File: config.mk
export PLATFORM = sky130hd
export DESIGN_NAME = ion_request_arbiter_flat
export DESIGN_NICKNAME = d
export VERILOG_FILES = /design/src/rtl/ion_request_arbiter_if.sv /design/src/rtl/ion_request_arbiter.sv /design/src/flat_wrapper.sv
export SDC_FILE = /design/constraint.sdc
export NUM_CORES = 1
export LEC_CHECK = 0
export CORE_UTILIZATION = 59
export DETAILED_ROUTE_END_ITERATION = 10
export PLACE_DENSITY = 0.85
export SETUP_SLACK_MARGIN = 0.5
export SLEW_MARGIN = 20
export SYNTH_ARGS = -nofsm -noshare
export SYNTH_HDL_FRONTEND = slang
export SYNTH_SLANG_ARGS = --single-unit
File: constraint.sdc
create_clock -name clock -period 5.3 [get_ports clock]
set_input_delay 0.53 -clock clock [delete_from_list [all_inputs] [get_ports clock]]
set_output_delay 0.53 -clock clock [all_outputs]
set_load 0.03 [all_outputs]
File: src/rtl/ion_request_arbiter_if.sv
// Signal bundle between the per-stream requesters, the ion request arbiter and the sensor link.
// The arbiter takes the master view; the environment around it takes the slave view.
interface ion_request_arbiter_if;
    logic [7:0] stream_active;
    logic [7:0] i_s_request;
    logic       cmd_ready;
    logic       resp_done;
    logic       clear_overrun;
    logic       cmd_valid;
    logic [2:0] cmd_stream;
    logic [7:0] pending;
    logic [7:0] overrun;
    logic       timeout_flag;
    logic       busy;

    modport master (
        input  stream_active, i_s_request, cmd_ready, resp_done, clear_overrun,
        output cmd_valid, cmd_stream, pending, overrun, timeout_flag, busy
    );

    modport slave (
        output stream_active, i_s_request, cmd_ready, resp_done, clear_overrun,
        input  cmd_valid, cmd_stream, pending, overrun, timeout_flag, busy
    );
endinterface

File: src/rtl/ion_request_arbiter.sv
// Round-robin arbiter issuing one sensor command at a time for eight periodic ion streams,
// with per-stream pending/overrun tracking and a response-wait timeout.
module ion_request_arbiter #(
    parameter logic [15:0] TIMEOUT_CYCLES = 16'd50000
) (
    input  logic                   clock,
    input  logic                   reset,
    ion_request_arbiter_if.master  bus
);

    typedef enum logic [1:0] {
        IDLE      = 2'd0,
        ISSUE     = 2'd1,
        WAIT_RESP = 2'd2
    } state_t;

    state_t      state_r;
    state_t      state_s;
    logic [2:0]  cmd_stream_r;
    logic [2:0]  cmd_stream_s;
    logic [2:0]  last_grant_r;
    logic [2:0]  last_grant_s;
    logic [15:0] cnt_r;
    logic [15:0] cnt_s;
    logic        timeout_r;
    logic        timeout_s;
    logic        cmd_valid_r;
    logic        busy_r;
    logic        hs_s;
    logic [7:0]  pending_r;
    logic [7:0]  pending_s;
    logic [7:0]  overrun_r;
    logic [7:0]  overrun_s;
    logic [7:0]  req_s;
    logic [7:0]  clr_s;
    logic [7:0]  ov_set_s;

    // First set bit at or above (last + 1), wrapping through stream 7 back to stream 0.
    function automatic logic [2:0] rr_pick(input logic [7:0] req, input logic [2:0] last);
        logic [2:0] idx;
        logic [2:0] pick;
        logic       found;
        pick  = 3'd0;
        found = 1'b0;
        for (int k = 0; k < 8; k++) begin
            idx = last + 3'd1 + 3'(k);
            if (!found && req[idx]) begin
                pick  = idx;
                found = 1'b1;
            end else begin
                pick  = pick;
            end
        end
        return pick;
    endfunction

    // Command FSM: next state, grant selection, response-wait counter and timeout decision.
    always_comb begin
        state_s      = state_r;
        cmd_stream_s = cmd_stream_r;
        last_grant_s = last_grant_r;
        cnt_s        = cnt_r;
        timeout_s    = 1'b0;
        hs_s         = 1'b0;
        case (state_r)
            IDLE: begin
                if (pending_r != 8'h00) begin
                    cmd_stream_s = rr_pick(pending_r, last_grant_r);
                    state_s      = ISSUE;
                end else begin
                    state_s = IDLE;
                end
            end
            ISSUE: begin
                // A stream disabled under an offered command withdraws it; no handshake happens.
                if (!bus.stream_active[cmd_stream_r]) begin
                    state_s = IDLE;
                end else if (bus.cmd_ready) begin
                    hs_s    = 1'b1;
                    cnt_s   = 16'd0;
                    state_s = WAIT_RESP;
                end else begin
                    state_s = ISSUE;
                end
            end
            WAIT_RESP: begin
                if (bus.resp_done) begin
                    last_grant_s = cmd_stream_r;
                    state_s      = IDLE;
                end else if (cnt_r == (TIMEOUT_CYCLES - 16'd1)) begin
                    last_grant_s = cmd_stream_r;
                    timeout_s    = 1'b1;
                    state_s      = IDLE;
                end else begin
                    cnt_s = cnt_r + 16'd1;
                end
            end
            default: begin
                state_s = IDLE;
            end
        endcase
    end

    // Per-stream pending and sticky overrun bookkeeping.
    always_comb begin
        req_s     = bus.i_s_request & bus.stream_active;
        clr_s     = hs_s ? (8'h01 << cmd_stream_r) : 8'h00;
        pending_s = req_s | (pending_r & ~clr_s & bus.stream_active);
        ov_set_s  = req_s & pending_r & ~clr_s;
        if (bus.clear_overrun) begin
            overrun_s = ov_set_s;
        end else begin
            overrun_s = ov_set_s | overrun_r;
        end
    end

    // State and output registers.
    always_ff @(posedge clock or posedge reset) begin
        if (reset) begin
            state_r      <= IDLE;
            cmd_stream_r <= 3'd0;
            last_grant_r <= 3'd7;
            cnt_r        <= 16'd0;
            timeout_r    <= 1'b0;
            cmd_valid_r  <= 1'b0;
            busy_r       <= 1'b0;
            pending_r    <= 8'h00;
            overrun_r    <= 8'h00;
        end else begin
            state_r      <= state_s;
            cmd_stream_r <= cmd_stream_s;
            last_grant_r <= last_grant_s;
            cnt_r        <= cnt_s;
            timeout_r    <= timeout_s;
            cmd_valid_r  <= (state_s == ISSUE);
            busy_r       <= (state_s != IDLE);
            pending_r    <= pending_s;
            overrun_r    <= overrun_s;
        end
    end

    assign bus.cmd_valid    = cmd_valid_r;
    assign bus.cmd_stream   = cmd_stream_r;
    assign bus.pending      = pending_r;
    assign bus.overrun      = overrun_r;
    assign bus.timeout_flag = timeout_r;
    assign bus.busy         = busy_r;

endmodule

File: src/flat_wrapper.sv
// flat-port wrapper written by rule: the top's interface ports become plain ports
module ion_request_arbiter_flat 
#(
    parameter logic [15:0] TIMEOUT_CYCLES = 16'd50000
)
  (clock, reset, bus_stream_active, bus_i_s_request, bus_cmd_ready, bus_resp_done, bus_clear_overrun, bus_cmd_valid, bus_cmd_stream, bus_pending, bus_overrun, bus_timeout_flag, bus_busy);
  ion_request_arbiter_if bus_i ();
  input  logic clock;
  input  logic reset;
  input wire logic [$bits(bus_i.stream_active)-1:0] bus_stream_active;
  input wire logic [$bits(bus_i.i_s_request)-1:0] bus_i_s_request;
  input wire logic [$bits(bus_i.cmd_ready)-1:0] bus_cmd_ready;
  input wire logic [$bits(bus_i.resp_done)-1:0] bus_resp_done;
  input wire logic [$bits(bus_i.clear_overrun)-1:0] bus_clear_overrun;
  output wire logic [$bits(bus_i.cmd_valid)-1:0] bus_cmd_valid;
  output wire logic [$bits(bus_i.cmd_stream)-1:0] bus_cmd_stream;
  output wire logic [$bits(bus_i.pending)-1:0] bus_pending;
  output wire logic [$bits(bus_i.overrun)-1:0] bus_overrun;
  output wire logic [$bits(bus_i.timeout_flag)-1:0] bus_timeout_flag;
  output wire logic [$bits(bus_i.busy)-1:0] bus_busy;
  assign bus_i.stream_active = bus_stream_active;
  assign bus_i.i_s_request = bus_i_s_request;
  assign bus_i.cmd_ready = bus_cmd_ready;
  assign bus_i.resp_done = bus_resp_done;
  assign bus_i.clear_overrun = bus_clear_overrun;
  assign bus_cmd_valid = bus_i.cmd_valid;
  assign bus_cmd_stream = bus_i.cmd_stream;
  assign bus_pending = bus_i.pending;
  assign bus_overrun = bus_i.overrun;
  assign bus_timeout_flag = bus_i.timeout_flag;
  assign bus_busy = bus_i.busy;
  ion_request_arbiter #(.TIMEOUT_CYCLES(TIMEOUT_CYCLES)) u_core (.clock(clock), .reset(reset), .bus(bus_i));
endmodule
# [Yosys cells after proc, flatten, opt, wreduce, memory -nomap -nowiden]
# Cells that the tools add are included.
[totals] elab_cells=134 out_inout_bits=22 regBits=43 inputBits=21
[classes] shifts=1 n_eq_ne=8 muxes=68 addsub=9 n_lt_le_gt_ge=9 reduce_logical=22 n_bitwise=8
[op_table] cell="2-to-1 mux 16 bit" n=4
[op_table] cell="AND 8 bit" n=5
[op_table] cell="2-to-1 mux 1 bit" n=37
[op_table] cell="< comparator 3 x 4 -> 1 bit, second input constant" n=9
[op_table] cell="one-hot mux 16 bit (2 select lines)" n=1
[op_table] cell="2-to-1 mux 3 bit" n=10
[op_table] cell="binary-select mux 1 bit (select 3 bit)" n=9
[op_table] cell="adder 16 x 1 -> 16 bit, second input constant" n=1
[op_table] cell="equality test 16 bit, second input constant" n=1
[op_table] cell="2-to-1 mux 8 bit" n=2
[op_table] cell="OR 8 bit" n=2
[op_table] cell="adder 3 bit, second input constant" n=4
[op_table] cell="2-to-1 mux 2 bit" n=4
[op_table] cell="NOT 8 bit" n=1
[op_table] cell="nonzero test 8 bit" n=1
[op_table] cell="left shift 1 x 3 -> 8 bit, first input constant" n=1
[op_table] cell="logical AND 1 bit" n=7
[op_table] cell="zero test 1 bit" n=7
[op_table] cell="adder 3 x 1 -> 3 bit, second input constant" n=2
[op_table] cell="adder 3 x 2 -> 3 bit, second input constant" n=2
[op_table] cell="!= test 2 bit, second input constant" n=3
[op_table] cell="one-hot mux 2 bit (3 select lines)" n=1
[op_table] cell="nonzero test 2 bit" n=3
[op_table] cell="AND reduction 5 bit" n=1
[op_table] cell="other kinds (5)" n=7

# [Depth between registers and ports, before layout]
[depth] depth_word=39 ltp_mapped=14 ltp_nobuf=9

# [Least setup slack after synthesis]
# No wires, ideal clock.
[synth_timing] kind="reg2reg" from="register u_core.last_grant_r[0]" to="register u_core.cmd_stream_r[2] (netlist: u_core.bus.cmd_stream[2])" n_path_buf=3 t_required_ns=5.205 path_slack_ns=1.753 path_stages_with_launch=13 arrival_ns=3.451 cell_sequence="dfstp_2 > buf_6 > clkbuf_1 > inv_2 > ha_1 > buf_6 > mux4_2 > or2_0 > mux4_2 > nor2_4 > and4_1 > a211oi_1 > o31ai_1"
[synth_between] elab_chain_len=39
[synth_rtl] item="from (decl)" line="ion_request_arbiter.sv:21" rtl="logic [2:0] last_grant_r;"
[synth_rtl] item="from (signal assigned)" line="ion_request_arbiter.sv:132" rtl="last_grant_r <= last_grant_s;"
[synth_rtl] item="adder 3 x 1 -> 3 bit *" line="ion_request_arbiter.sv:46" rtl="idx = last + 3'd1 + 3'(k);"
[synth_rtl] item="binary-select mux 1 bit (select 3 bit)" line="ion_request_arbiter.sv:47" rtl="if (!found && req[idx]) begin"
[synth_rtl] item="2-to-1 mux 1 bit (not written as such)" line="ion_request_arbiter.sv:47"
[synth_rtl] item="2-to-1 mux 1 bit" line="ion_request_arbiter.sv:47"
[synth_rtl] item="2-to-1 mux 1 bit" line="ion_request_arbiter.sv:67" rtl="if (pending_r != 8'h00) begin"
[synth_rtl] item="2-to-1 mux 1 bit" line="ion_request_arbiter.sv:65" rtl="case (state_r)"
[synth_rtl] item="zero test 1 bit" line="ion_request_arbiter.sv:47"
[synth_rtl] item="logical AND 1 bit" line="ion_request_arbiter.sv:47"
[synth_rtl] item="[... 23 more ...]"
[synth_rtl] item="zero test 1 bit" line="ion_request_arbiter.sv:47"
[synth_rtl] item="logical AND 1 bit" line="ion_request_arbiter.sv:47"
[synth_rtl] item="2-to-1 mux 1 bit" line="ion_request_arbiter.sv:47"
[synth_rtl] item="2-to-1 mux 1 bit" line="ion_request_arbiter.sv:67"
[synth_rtl] item="2-to-1 mux 1 bit" line="ion_request_arbiter.sv:65"
[synth_rtl] item="zero test 1 bit" line="ion_request_arbiter.sv:47"
[synth_rtl] item="logical AND 1 bit" line="ion_request_arbiter.sv:47"
[synth_rtl] item="2-to-1 mux 3 bit *" line="ion_request_arbiter.sv:47"
[synth_rtl] item="to (signal assigned)" line="ion_request_arbiter.sv:131" rtl="cmd_stream_r <= cmd_stream_s;"
[synth_rtl] item="to (decl)" line="ion_request_arbiter.sv:19" rtl="logic [2:0] cmd_stream_r;"
# Every way passes the cells marked *; elsewhere a longest branch is shown, timed or not. The select of a mux whose other input is x is not followed.
# A chain may end at the register's enable or synchronous reset.

# [Final worst setup path]
# Same ends and word-level chain as after synthesis.

==> results.cfg <==
[worst_setup_path]
end_kind = register
arrival_ps = 3960
cp_max_fo = 17
crit_type = reg2reg
cp.required_ps = 5520
cp-start-kind = register

[pwr]
p_leak_nw = 1.38
ir_drop_v = 0.000303
powerDensity_nw_per_um2 = 570
total_power_mw = 1.94

[timing]
setup_ws_ps = 1550
slew_headroom = 0.414
hold_violations = 0
post-route-period-util = 0.707
rsz0062_at_grt = false
fin_crit_ps = 3750
fin_skew_ps = 5.30
tightest_slew_ps = 879
maxSlewViolCount = 0
fin_setup_tns_ps = 0
fin_hold_ws_ps = 507
fmax_mhz = 267
setup_viol = 0

[layout]
drive_gt1_frac = 0.109
n_antenna_cell = 0
final_area_um2 = 3400
utilization = 0.724
final_common_cell = clkdlybuf4s50_1
syn2layout_area_growth_pct = 18.3
layoutNonFillerInstCount = 374
finalNetCount = 343
layout_common_cells = 42 x clkdlybuf4s50_1, 40 x dfrtp_1, 20 x nand2_1
fillers = 346

[synth]
synth_area_leader_cell = dfrtp_1
yosysWarnings = 0
synth_fa_ha_area_frac = 0.0131
synthesis.nets = 306
synth_area_per_cell_um2 = 10.2
synth_xor_area_frac = 0.0497
synth_area_um2 = 2870
ys_seq_elements = 43
seq_area_frac_synth = 0.376
synth_compound_area_frac = 0.175
synth_cell_type_count = 53
synth_edf_count = 0
synth_top_area_share = 0.349
synth-simple-area-share = 0.193
synthFlopType = dfrtp_1
synthMuxAreaShare = 0.156
syn_inst = 282
synth_async_sr_flop_share = 1.00
synth_top_family_by_area = simple AND/OR/NAND/NOR gates
yosys-top-cells-area = dfrtp_1 35%, mux4_2 10%, o21a_1 3.9%

[global_route]
grt_usage = 0.283
overflow = 0
antenna_found_initial = 0
grt_first_pass_wirelength_um = 11300
grt_max_degree = 44
grt_pass1_vias = 2356

[die]
core-area_um2 = 4690
initial_core_util = 0.612
die-area_um2 = 5150
die-height_um = 71.8
ioPinCount = 43
num_rows = 25
die-width_um = 71.8

[drt]
antenna_left = 0
drtIter0Drc = 165
vias_per_cell = 6.59
dr_total_vias = 2463
route.detailed.drc = 0
dr.pass1.iters = 4
avgRoutedWirePerCell_um = 17.9
wl_um = 6680

[placed_design]
dpl_cell_area_um2 = 3300
place.gp.congestion = 0.974
dp.cells = 366
place_ws_ps = 1580
hpwl_um = 4800
port_buffers = 42

[clock_network]
cts.clk_slew.worst_paths_ps = 90
holdBufCountCts = 0
worstSkewPairLatency_ps = 300
ctsResizeCount = 0
cts_tree = built
clock_path_buffers = 2
h-tree-depth = 2
cts_setup_buffers = 0
cts_root_buf = clkbuf_8
numCtsBuffers = 5
cts.sinks = 43

[run_status]
outcome = complete, no violations

[hold_path]
holdCritPathClass = reg2reg

[job]
timing.max_cap.violations = 0
-- area by class of cell --
type                       count  area [µm²]  area share
multi-input combinational    216        1690       0.497
sequential                    43        1080       0.318
timing repair buffer          44         435       0.128
clock buffer                   5        68.8      0.0203
tap                           54        67.6      0.0199
inverter                       9        33.8     0.00994
clock inverter                 3        23.8     0.00700
-- layer usage --
metal,global-route usage,wire (µm),vias to the layer above
met1,0.381,2950,1225
met5,0,0,-
met4,0.102,99,0
met2,0.457,3220,84
met3,0.0605,413,13
li1,-,-,1141
-- power breakdown --
| part | leakage (nW) | switching [mW] | internal (mW) |
|---|---|---|---|
| Clock | 0.0408 | 0.124 | 0.0943 |
| Combinational | 0.777 | 0.666 | 0.563 |
| Sequential | 0.559 | 0.0993 | 0.390 |
-- synthesized netlist by cell type, types with 2 or more instances --
cell type / number
a211oi_1: 2
a21oi_1: 8
a31oi_1: 2
a32o_1: 8
and2_1: 2
and3_1: 3
and4_1: 2
buf_2: 2
buf_6: 2
clkbuf_1: 9
dfrtp_1: 40
dfstp_2: 3
ha_1: 3
inv_1: 8
mux2_2: 5
mux2i_1: 10
mux4_2: 13
nand2_1: 20
nand2b_1: 10
nand3_1: 11
nand3b_1: 2
nand4_1: 8
nor2_1: 17
nor2b_1: 5
nor3_1: 4
nor4_1: 3
nor4b_1: 2
nor4bb_1: 3
o21a_1: 15
o21ai_0: 17
o22ai_1: 2
o31a_1: 2
o31ai_1: 8
or2_1: 3
xnor2_1: 3
xor2_1: 8
-- kinds of logic (layout without fill, tap and decap cells) --
kind of cell / Yosys count / in the layout
AOI/OAI and AO/OA: 72 / 72
xor gates and xnor gates: 13 / 13
adders and majority gates: 3 / 3
buffers and inverters: 23 / 61
DFF: 43 / 43
muxes: 28 / 28
and+or+nand+nor: 100 / 100
-- worst paths after layout --
check                                  startpoint                        to  slack [ps]  cells past startpoint
max                        u_core.last_grant_r[0]  u_core.bus.cmd_stream[2]        1550                     10
min                         u_core.bus.overrun[1]     u_core.bus.overrun[1]         510                      1
max in group asynchronous                   reset    u_core.last_grant_r[0]        4270                      3
min in group asynchronous                   reset     u_core.bus.overrun[1]         660                      3
min reg2reg                 u_core.bus.overrun[1]     u_core.bus.overrun[1]         510                      1
max reg2reg                u_core.last_grant_r[0]  u_core.bus.cmd_stream[2]        1550                     10
-- critical path, stage by stage, from the launching register on --
cell and delay [ps]:
dfstp_2 790, inv_2 180, ha_1 520, buf_4 310, xor3_1 540, mux2i_1 410, nand3b_1 200, nor2_4 170
and4_1 240, a211oi_1 70, o31ai_1 220
-- flip-flops by register name (all words and copies together), names as in the netlist --
register / count
u_core.bus.busy: 1
u_core.bus.cmd_stream: 3
u_core.bus.cmd_valid: 1
u_core.bus.overrun: 8
u_core.bus.pending: 8
u_core.bus.timeout_flag: 1
u_core.cnt_r: 16
u_core.last_grant_r: 3
u_core.state_r: 2
No activity file was read; power rests on OpenSTA's default activity.
